**src/rtl/nonconsec_seq_gen.sv**
```systemverilog
// nonconsec_seq_gen: drives one a_o pulse, NUM_B gapped b_o pulses, then c_o.
// Stimulus source for the A/B/C non-consecutive repetition protocol.
`default_nettype none

module nonconsec_seq_gen #(
  parameter int          NUM_B = 3,
  parameter int          GAP_W = 4,
  parameter logic [15:0] SEED  = 16'hACE1
) (
  input  logic             clk,
  input  logic             rst,
  input  logic             start,
  input  logic [GAP_W-1:0] gap_cfg,
  input  logic             rand_en,
  input  logic [GAP_W-1:0] c_hold,
  output logic             a_o,
  output logic             b_o,
  output logic             c_o,
  output logic             busy,
  output logic             done,
  output logic [3:0]       b_cnt
);

  localparam logic [15:0]      SEED_EFF = (SEED == 16'h0000) ? 16'hACE1 : SEED;
  localparam logic [3:0]       LAST_B   = 4'(NUM_B - 1);
  localparam logic [GAP_W-1:0] ONE      = {{(GAP_W-1){1'b0}}, 1'b1};

  typedef enum logic [2:0] {
    S_IDLE = 3'd0,
    S_A    = 3'd1,
    S_GAP  = 3'd2,
    S_B    = 3'd3,
    S_C    = 3'd4,
    S_DONE = 3'd5
  } state_t;

  state_t           state_q, state_d;
  logic [GAP_W-1:0] cnt_q, cnt_d;
  logic [3:0]       b_cnt_q, b_cnt_d;
  logic [15:0]      lfsr_q, lfsr_d;
  logic [GAP_W-1:0] gap_q, gap_d;
  logic [GAP_W-1:0] hold_q, hold_d;
  logic             rand_q, rand_d;
  logic [GAP_W-1:0] gap_val;
  logic [15:0]      lfsr_step;

  always_comb begin
    gap_val   = rand_q ? (lfsr_q[GAP_W-1:0] & gap_q) : gap_q;
    lfsr_step = {1'b0, lfsr_q[15:1]} ^ (lfsr_q[0] ? 16'hB400 : 16'h0000);
  end

  always_comb begin
    state_d = state_q;
    cnt_d   = cnt_q;
    b_cnt_d = b_cnt_q;
    lfsr_d  = lfsr_q;
    gap_d   = gap_q;
    hold_d  = hold_q;
    rand_d  = rand_q;
    case (state_q)
      S_IDLE: begin
        if (start) begin
          gap_d   = gap_cfg;
          hold_d  = c_hold;
          rand_d  = rand_en;
          state_d = S_A;
        end
      end
      S_A: begin
        lfsr_d = lfsr_step;
        if (gap_val != '0) begin
          cnt_d   = gap_val - ONE;
          state_d = S_GAP;
        end else begin
          state_d = S_B;
        end
      end
      S_GAP: begin
        if (cnt_q == '0) state_d = S_B;
        else             cnt_d   = cnt_q - ONE;
      end
      S_B: begin
        // b_cnt shows pulses issued before this one; it steps on leaving B.
        if (b_cnt_q == LAST_B) begin
          if (hold_q != '0) begin
            b_cnt_d = b_cnt_q + 4'd1;
            cnt_d   = hold_q - ONE;
            state_d = S_C;
          end else begin
            b_cnt_d = 4'd0;
            state_d = S_DONE;
          end
        end else begin
          b_cnt_d = b_cnt_q + 4'd1;
          lfsr_d  = lfsr_step;
          if (gap_val != '0) begin
            cnt_d   = gap_val - ONE;
            state_d = S_GAP;
          end else begin
            state_d = S_B;
          end
        end
      end
      S_C: begin
        if (cnt_q == '0) begin
          b_cnt_d = 4'd0;
          state_d = S_DONE;
        end else begin
          cnt_d = cnt_q - ONE;
        end
      end
      S_DONE: begin
        b_cnt_d = 4'd0;
        state_d = S_IDLE;
      end
      default: state_d = S_IDLE;
    endcase
  end

  // Outputs are registered from the next state so they align with the state register.
  always_ff @(posedge clk or negedge rst) begin
    if (!rst) begin
      state_q <= S_IDLE;
      cnt_q   <= '0;
      b_cnt_q <= 4'd0;
      lfsr_q  <= SEED_EFF;
      gap_q   <= '0;
      hold_q  <= '0;
      rand_q  <= 1'b0;
      a_o     <= 1'b0;
      b_o     <= 1'b0;
      c_o     <= 1'b0;
      busy    <= 1'b0;
      done    <= 1'b0;
    end else begin
      state_q <= state_d;
      cnt_q   <= cnt_d;
      b_cnt_q <= b_cnt_d;
      lfsr_q  <= lfsr_d;
      gap_q   <= gap_d;
      hold_q  <= hold_d;
      rand_q  <= rand_d;
      a_o     <= (state_d == S_A);
      b_o     <= (state_d == S_B);
      c_o     <= ((state_d == S_B) && (b_cnt_d == LAST_B)) || (state_d == S_C);
      busy    <= (state_d == S_A) || (state_d == S_GAP) || (state_d == S_B) ||
                 (state_d == S_C);
      done    <= (state_d == S_DONE);
    end
  end

  assign b_cnt = b_cnt_q;

endmodule

`default_nettype wire

```
**config.mk**
```make
export PLATFORM = sky130hd
export DESIGN_NAME = nonconsec_seq_gen
export DESIGN_NICKNAME = d
export VERILOG_FILES = /design/src/rtl/nonconsec_seq_gen.sv
export SDC_FILE = /design/constraint.sdc
export NUM_CORES = 1
export LEC_CHECK = 0
export ABC_CLOCK_PERIOD_IN_PS = 1700
export CAP_MARGIN = 20
export CORE_AREA = 5 5 86 88
export DETAILED_ROUTE_END_ITERATION = 8
export DIE_AREA = 0 0 91 93
export SLEW_MARGIN = 40
export SYNTH_ARGS = -nofsm -noshare
export SYNTH_HDL_FRONTEND = slang
export SYNTH_SLANG_ARGS = --single-unit
```
**constraint.sdc**
```tcl
create_clock -name clk -period 1.7 [get_ports clk]
set_input_delay 0.17 -clock clk [delete_from_list [all_inputs] [get_ports clk]]
set_output_delay 0.17 -clock clk [all_outputs]
set_load 0.005 [all_outputs]
```
== Yosys cells after proc, flatten, opt, wreduce, memory -nomap -nowiden ==
Cells that the tools add are included.
Word-level totals
  word-level logic and storage cells: 68
  register bits: 41
  input port bits: 12
Operators by class
  reductions and logical operators: 15
  bitwise gates (word level): 2
  add/subtract/negate cells: 4
  mux-type cells: 20
  eq/ne operators: 15
Operator list (number)
  two-way mux 16 bit: 2
  two-way mux 4 bit: 8
  case mux 16 bit (2 select lines): 1
  case mux 4 bit (3 select lines): 2
  XOR 15 x 16 -> 16 bit: 1
  case mux 3 bit (5 select lines): 1
  == test 3 x 2 -> 1 bit (second input constant): 4
  == test 3 bit (second input constant): 4
  two-way mux 3 bit: 4
  subtractor 4 x 1 -> 4 bit (second input constant): 3
  == test 4 x 2 -> 1 bit (second input constant): 2
  nonzero test 4 bit: 2
  == test 3 x 1 -> 1 bit (second input constant): 2
  adder 4 x 1 -> 4 bit (second input constant): 1
  AND 4 bit: 1
  logical NOT 4 bit: 1
  logical OR 1 bit: 4
  inequality test 2 bit (second input constant): 2
  AND reduction 2 bit: 2
  logical NOT 3 bit: 1
  inequality test 3 bit (second input constant): 1
  AND reduction 3 bit: 1
  nonzero test 3 bit: 1
  two-way mux 1 bit: 2
  other kinds (3): 3

== Logic depth before layout (Yosys ltp) ==
Gate-level depths: netlist of run 1.
  depth in word-level cells: 10
  mapped depth: 8
  mapped depth without buffers: 7

== Worst setup path after synthesis of run 1 ==
No wires, ideal clock.
  kind: reg2reg
  start: register b_cnt_q[0] (netlist: b_cnt[0])
  end: register cnt_q[3]
  library setup time: 0.121 ns
  cell stages (with the launch flop): 8
  arrival time: 1.677 ns
  slack: -0.098 ns
  cells stage by stage: dfrtp_1 > inv_1 > ha_1 > nor3b_2 > a31oi_1 > o221a_2 > o21ai_1 > a22o_1
On the way
  longest elaborated chain between the ends: 3
RTL lines
  start, declared: RTL line 39  | logic [3:0] b_cnt_q, b_cnt_d;
  start signal, assigned: RTL line 138  | b_cnt_q <= b_cnt_d;
  == test 4 x 2 -> 1 bit *: RTL line 84  | if (b_cnt_q == LAST_B) begin
  inequality test 3 bit (no source line) / two-way mux 4 bit (equally long branches)
  AND reduction 3 bit (no source line) / case mux 4 bit (3 select lines) (equally long branches)
  end signal, assigned: RTL line 137  | cnt_q <= cnt_d;
  end, declared: RTL line 38  | logic [GAP_W-1:0] cnt_q, cnt_d;
Every way passes the cells marked *; elsewhere a longest branch is shown, timed or not.
A chain may end at the register's enable or synchronous reset.

== Worst setup path in the final report of run 1 ==
  start: register lfsr_q[1]
  end: register cnt_q[0]
On the way
  longest elaborated chain between the ends: 6
RTL lines
  start, declared: RTL line 40  | logic [15:0] lfsr_q, lfsr_d;
  start signal, assigned: RTL line 139  | lfsr_q <= lfsr_d;
  AND 4 bit *: RTL line 48  | gap_val = rand_q ? (lfsr_q[GAP_W-1:0] & gap_q) : gap_q;
  two-way mux 4 bit *: RTL line 48
  nonzero test 4 bit *: RTL line 71, 96
  two-way mux 4 bit *
  two-way mux 4 bit
  case mux 4 bit (3 select lines) *
Marked as above.

==> summary.txt, run 1 <==
Die Height: 93 um
Data required time of the worst path: 1860 ps
Asr flop ratio synth: 100%
Yosys cell types: 49
CP Depth: 7
Top Family by Delay on Critical Path: compound AO/OA/AOI/OAI gates
Largest stage delay, worst path: 400 ps
EDFF count, synth: 0
Layout area overhead: 39.2%
RSZ-0062 raised after global routing: true
Core area: 6570 um^2
Largest net degree at the start of global routing: 23
Via density: 4.84
DRC viols: 0
Failing checks: setup timing
Register area share after synthesis: 46.9%
Crit Path Max Fanout: 3
R2r startpoint: lfsr_q[1]
Worst Setup SP: lfsr_q[1]
Root buf cell: clkbuf_8
Yosys reg bits: 41
Die Span X: 91 um
Design area: 3070 um^2
Met3 Wirelength: 200 um
Dpl hpwl: 3350 um
Lkg Pwr: 1.32 nW
Tcrit/Tclk final: 105%
Gr usage total: 10.9%
Layout cells sized above 1: 44.8%
Fin nets: 267
GP Congestion: 0.829
Worst hold path type: primary input to asynchronous set/reset pin
CP Cell Sequence: nand2b_1 > nand2_2 > ha_4 > o211ai_1 > nor2b_1 > a222oi_1 > o2bb2ai_1
Clock period minus worst slack: 1790 ps
Average wire per standard cell: 14.0 um
Min setup slack post-route: -88.8 ps
Clock Latency Late Sink: 290 ps
First DRT Iteration DRCs: 49
Cell count after synthesis: 187
Antenna violations before repair: 0
Starting Density: 33.6%
DR vias: 1,596
Detail Route Antenna Nets: 0
Routed length on met1: 2150 um
Synthesis warning total: 0
Reg2reg path depth: 7
Crit path kind: flip-flop to flip-flop
CP endpoint kind: flip-flop
Max-cap violation count: 0
CTS Buffer Depth: 2
Max IR drop VDD: 0.705 mV
Grt ovf: 0
Max layer used: met4
Crit start category: flip-flop
First-pass GRT wire length: 7510 um
Vias in the first global route: 1,604
Fmax: 559 MHz
Drt total wl: 4630 um
CTS clk-pin slew, worst paths: 80 ps
First drt pass iteration count: 4
Slowest CP cell: dfrtp_1
CP arrival: 1950 ps
Setup TNS: -242 ps
Slew @ Worst Pin: 479 ps
Boundary pin count: 21
Die area: 8460 um^2
Power per cell area: 1890 nW/um^2
Slew Limit Fails: 0
Layout Skew: 7.19 ps
# diodes: 0
# port buffers: 20
CTS Buf Count: 5
Rel. slew slack: 68.1%
Final hold vios: 0
CTS tree: yes
CP Buf/Inv Count: 0
Rows: 30
Dpl cell area: 2760 um^2
Synthesized Nets: 205
Met2 wire len: 2260 um
Avg Inst Size Synth: 11.8 um^2
Most frequently used flop master after synthesis: dfrtp_1
# H-tree levels: 2
Synth Cell Area: 2210 um^2
Sink Count: 41
Status: complete, but fails checks
Hold WS: 372 ps
# setup viols final: 5
-- final timing paths --
kind / slack [ps] / to
min: 370 / cnt_q[2]
min in group clk: 440 / hold_q[1]
max reg2reg: -90 / cnt_q[0]
max: -90 / cnt_q[0]
max in group asynchronous: 760 / lfsr_q[13]
min reg2reg: 500 / lfsr_q[3]
-- registers in the layout (all words and copies together), names as in the netlist --
signal / cells
done: 1
lfsr_q: 16
a_o: 1
hold_q: 4
gap_q: 4
busy: 1
b_o: 1
b_cnt: 4
c_o: 1
cnt_q: 4
state_q: 3
rand_q: 1
-- cell usage in the layout (no fill, tap or decap), types with 2 or more instances in the layout --
cell             instances
a21o_1                   2
a21oi_1                  9
a222oi_1                 2
a22oi_1                  3
and2_1                   2
buf_12                   2
buf_2                    2
buf_4                   33
buf_6                    2
clkbuf_8                 6
clkdlybuf4s50_1         19
dfrtp_1                 28
dfrtp_2                  5
dfstp_2                  8
ha_1                     3
ha_4                     2
inv_1                    9
inv_2                    2
mux2_2                  16
mux2_4                   4
nand2_1                  7
nand2_2                  2
nand2b_1                 4
nand2b_4                 3
nand3_1                  2
nor2_1                   9
nor2b_1                  3
nor3_1                   4
nor3b_4                  3
o211ai_1                 2
o21a_1                   2
o21ai_0                  5
o21ai_1                  3
o2bb2ai_1                2
xnor2_1                  3
xor2_1                   4
-- per-stage QoR --
stage                     power, mW  utilization (%)  cells  setup slack (ps)
final                          5.80             46.8    330             -88.8
after global routing           6.25             46.8    330              -164
after detailed placement       4.64             42.0    314              -140
after CTS                      5.53             44.3    325              -109
after global placement         4.59             42.0    314             -79.8
after floorplan                3.68                -    187             -38.2
-- timing repair --
item	CTS	global route
hold buffers	1	0
pin swaps	1	4
gates cloned	0	2
endpoints found under the setup margin	13	27
gates resized for setup	4	26
hold endpoints to repair	15	0
buffers inserted	2	3
-- where the power goes --
part	internal, mW	switching (mW)	leakage [nW]	total, mW
clock	0.479	0.315	0.0585	0.794
combinational	1.80	1.35	0.778	3.14
sequential	1.48	0.382	0.486	1.86
total	3.75	2.04	1.32	5.80
-- final cells by class --
class	instances	area [um^2]
Fill cell	595	3500
Multi-Input combinational cell	129	1210
Sequential cell	41	1040
Timing Repair Buffer	61	561
Tap cell	80	100
Clock buffer	7	86.3
Inverter	11	41.3
Clock inverter	1	30.0
-- routing by layer --
| layer | track usage, % | vias to the layer above |
|---|---|---|
| met4 | 2.93 | 0 |
| met1 | 14.8 | 773 |
| met2 | 17.1 | 23 |
| li1 | - | 797 |
| met3 | 2.98 | 3 |
| met5 | 0 | - |
-- worst reg2reg max path: stages, from the launching register on --
cell and delay (ps):
dfrtp_1 400, nand2b_1 180, nand2_2 100, ha_4 140, o211ai_1 190, nor2b_1 210
a222oi_1 330, o2bb2ai_1 120
-- synthesized netlist by cell type, types with 3 or more instances --
master / instances / area (um^2)
dfstp_2: 8 / 210
o21ai_1: 3 / 15.0
nand3_1: 3 / 15.0
buf_6: 4 / 45.0
nor2_1: 9 / 33.8
inv_1: 11 / 41.3
o21ai_0: 6 / 30.0
ha_1: 6 / 75.1
mux2_2: 20 / 225
nand2_1: 10 / 37.5
dfrtp_1: 33 / 826
a22oi_1: 3 / 22.5
nand2b_1: 5 / 31.3
a21oi_1: 9 / 45.0
nor3_1: 4 / 20.0
xnor2_1: 4 / 35.0
xor2_1: 4 / 35.0
nor2b_1: 3 / 18.8
nor3b_2: 3 / 37.5
-- cells by family after synthesis --
group | synth area share, %
flops | 46.9
fa+ha+maj | 3.40
mux | 10.7
simple gates | 15.2
buf+inv | 4.36
xor+xnor | 4.42
compound gates | 15.1
Note: power is estimated with default switching activity, not from simulation.
==> run 2, diff against run 1 <==
Settings changed: ABC_CLOCK_PERIOD_IN_PS 1700 to 2100.
Clock period 1.7 ns to 2.1 ns, I/O delays scaled along.
==> run 2 against run 1 <==
The run now ends clean. Power down 33%. Worst hold slack improved by 94 ps. Critical path depth is 2 lower. Worst setup slack better by 270 ps. Die area is the same. Final cell count fell by 10%. Final area is 15% lower. Count of clock-buffer cells in the layout fell by 1. Global-route usage about the same. Routed wire length decreased by 10%. Register-to-register slack better by 270 ps. Critical path type unchanged. Largest power group unchanged. Highest routed layer unchanged.
==> summary.txt, run 2 (synthesis results as in run 1) <==
Grt ovf: 0
Rows: 30
Lkg Pwr: 1.09 nW
Number of flip-flops under the largest register name: 16
CTS tree: yes
Clock Latency Late Sink: 300 ps
Layout area overhead: 17.7%
First-pass GRT wire length: 7530 um
Crit path kind: flip-flop to flip-flop
R2r setup slk: 180 ps
Power per cell area: 1500 nW/um^2
Slew Limit Fails: 0
Crit start category: flip-flop
R2r startpoint: state_q[1]
Drt total wl: 4150 um
# setup viols final: 0
Detail Route Antenna Nets: 0
Dpl hpwl: 2940 um
Status: completed
Clock period minus worst slack: 1920 ps
Fmax: 522 MHz
Max-cap violation count: 0
Boundary pin count: 21
Antenna violations before repair: 0
DRC viols: 0
Root buf cell: clkbuf_8
Fin nets: 233
Design area: 2600 um^2
Final hold vios: 0
Starting Density: 33.6%
# diodes: 0
Largest net degree at the start of global routing: 42
Die area: 8460 um^2
Gr usage total: 10.9%
CTS Buf Count: 5
Setup TNS: 0 ps
Hold Path Stages: 3
Post-cts resize count: 0
Layout Skew: 13.9 ps
Via density: 4.96
Tcrit/Tclk final: 91.3%
# port buffers: 20
Most frequent cells in the layout: dfrtp_1, mux2_2, clkdlybuf4s50_1
CP endpoint kind: flip-flop
Worst hold path type: primary input to flip-flop
CTS Buffer Depth: 2
CP arrival: 2100 ps
GP Congestion: 0.827
Sink Count: 41
Most common cell after layout, fill and taps aside: dfrtp_1
Dpl cell area: 2480 um^2
Crit Path Max Fanout: 9
# H-tree levels: 2
Slew @ Worst Pin: 579 ps
DR vias: 1,468
Vias in the first global route: 1,512
CTS clk-pin slew, worst paths: 90 ps
Max IR drop VDD: 0.615 mV
Reg-to-Reg End: c_o
Rel. slew slack: 61.4%
Core area: 6570 um^2
Top reg by flops: lfsr_q
Average wire per standard cell: 14.0 um
First drt pass iteration count: 4
Reg2reg path depth: 5
Die Height: 93 um
Hold Crit Endpoint: hold_q[0]
Data required time of the worst path: 2280 ps
Layout cells sized above 1: 27.8%
Worst Hold Launch: c_hold[0]
Die Span X: 91 um
First DRT Iteration DRCs: 65
run 2: cell count changes in the layout (fill, tap and decap cells not counted), sizes merged:
cell and change:
clkinv +2, buf -33, clkbuf -2, bufinv -1
run 2: worst max path at each step:
stage,slack [ps],startpoint,depth (start not counted),to
6_report,180,state_q[1],5,c_o
5_1_grt,-0.3,hold_q[0],7,c_o
4_1_cts,120,lfsr_q[0],7,c_o
3_5_place_dp,180,lfsr_q[0],7,c_o
3_3_place_gp,230,lfsr_q[0],7,c_o
2_1_floorplan,300,b_cnt[0],7,cnt_q[3]
run 2: layout make-up:
cell class | instances | area (um^2)
Multi-Input combinational cell | 129 | 1080
Inverter | 11 | 41.3
Clock buffer | 6 | 82.6
Tap cell | 80 | 100
Sequential cell | 41 | 1040
Clock inverter | 2 | 13.8
Fill cell | 643 | 3970
Timing Repair Buffer | 27 | 250
run 2: timing repair:
action,CTS,global route
endpoints found under the hold margin,11,0
setup endpoints to repair,0,2
buffers inserted,0,2
hold buffers,1,0
run 2: critical path, cell delays in order (launching register included):
cell       delay [ps]
dfrtp_1           710
nand4bb_4         210
nor2_2            230
a21oi_1           120
or3_1             460
o41ai_2            70
run 2: stage by stage:
| stage | hold WS (ps) | total power [mW] | setup slack, ps | util [%] | cells |
|---|---|---|---|---|---|
| 6_report | 466 | 3.91 | 182 | 39.6 | 296 |
| 4_1_cts | 456 | 3.94 | 125 | 39.4 | 294 |
| 2_1_floorplan | -85.6 | 2.91 | 302 | - | 187 |
| 5_1_grt | 488 | 4.27 | -0.275 | 39.6 | 296 |
| 3_5_place_dp | 319 | 3.36 | 180 | 37.7 | 285 |
| 3_3_place_gp | 306 | 3.33 | 228 | 37.7 | 285 |
run 2: routing by layer:
metal | share of wire, % | global-route usage, %
met3 | 5.2 | 3.54
met4 | 1.4 | 3.67
met1 | 47 | 15.1
met2 | 46 | 15.9
met5 | 0 | 0
run 2: power breakdown:
group	internal, mW	leakage [nW]	switching [mW]
Combinational	0.972	0.552	0.848
Clock	0.267	0.0512	0.285
Sequential	1.19	0.492	0.342
Total	2.43	1.09	1.47
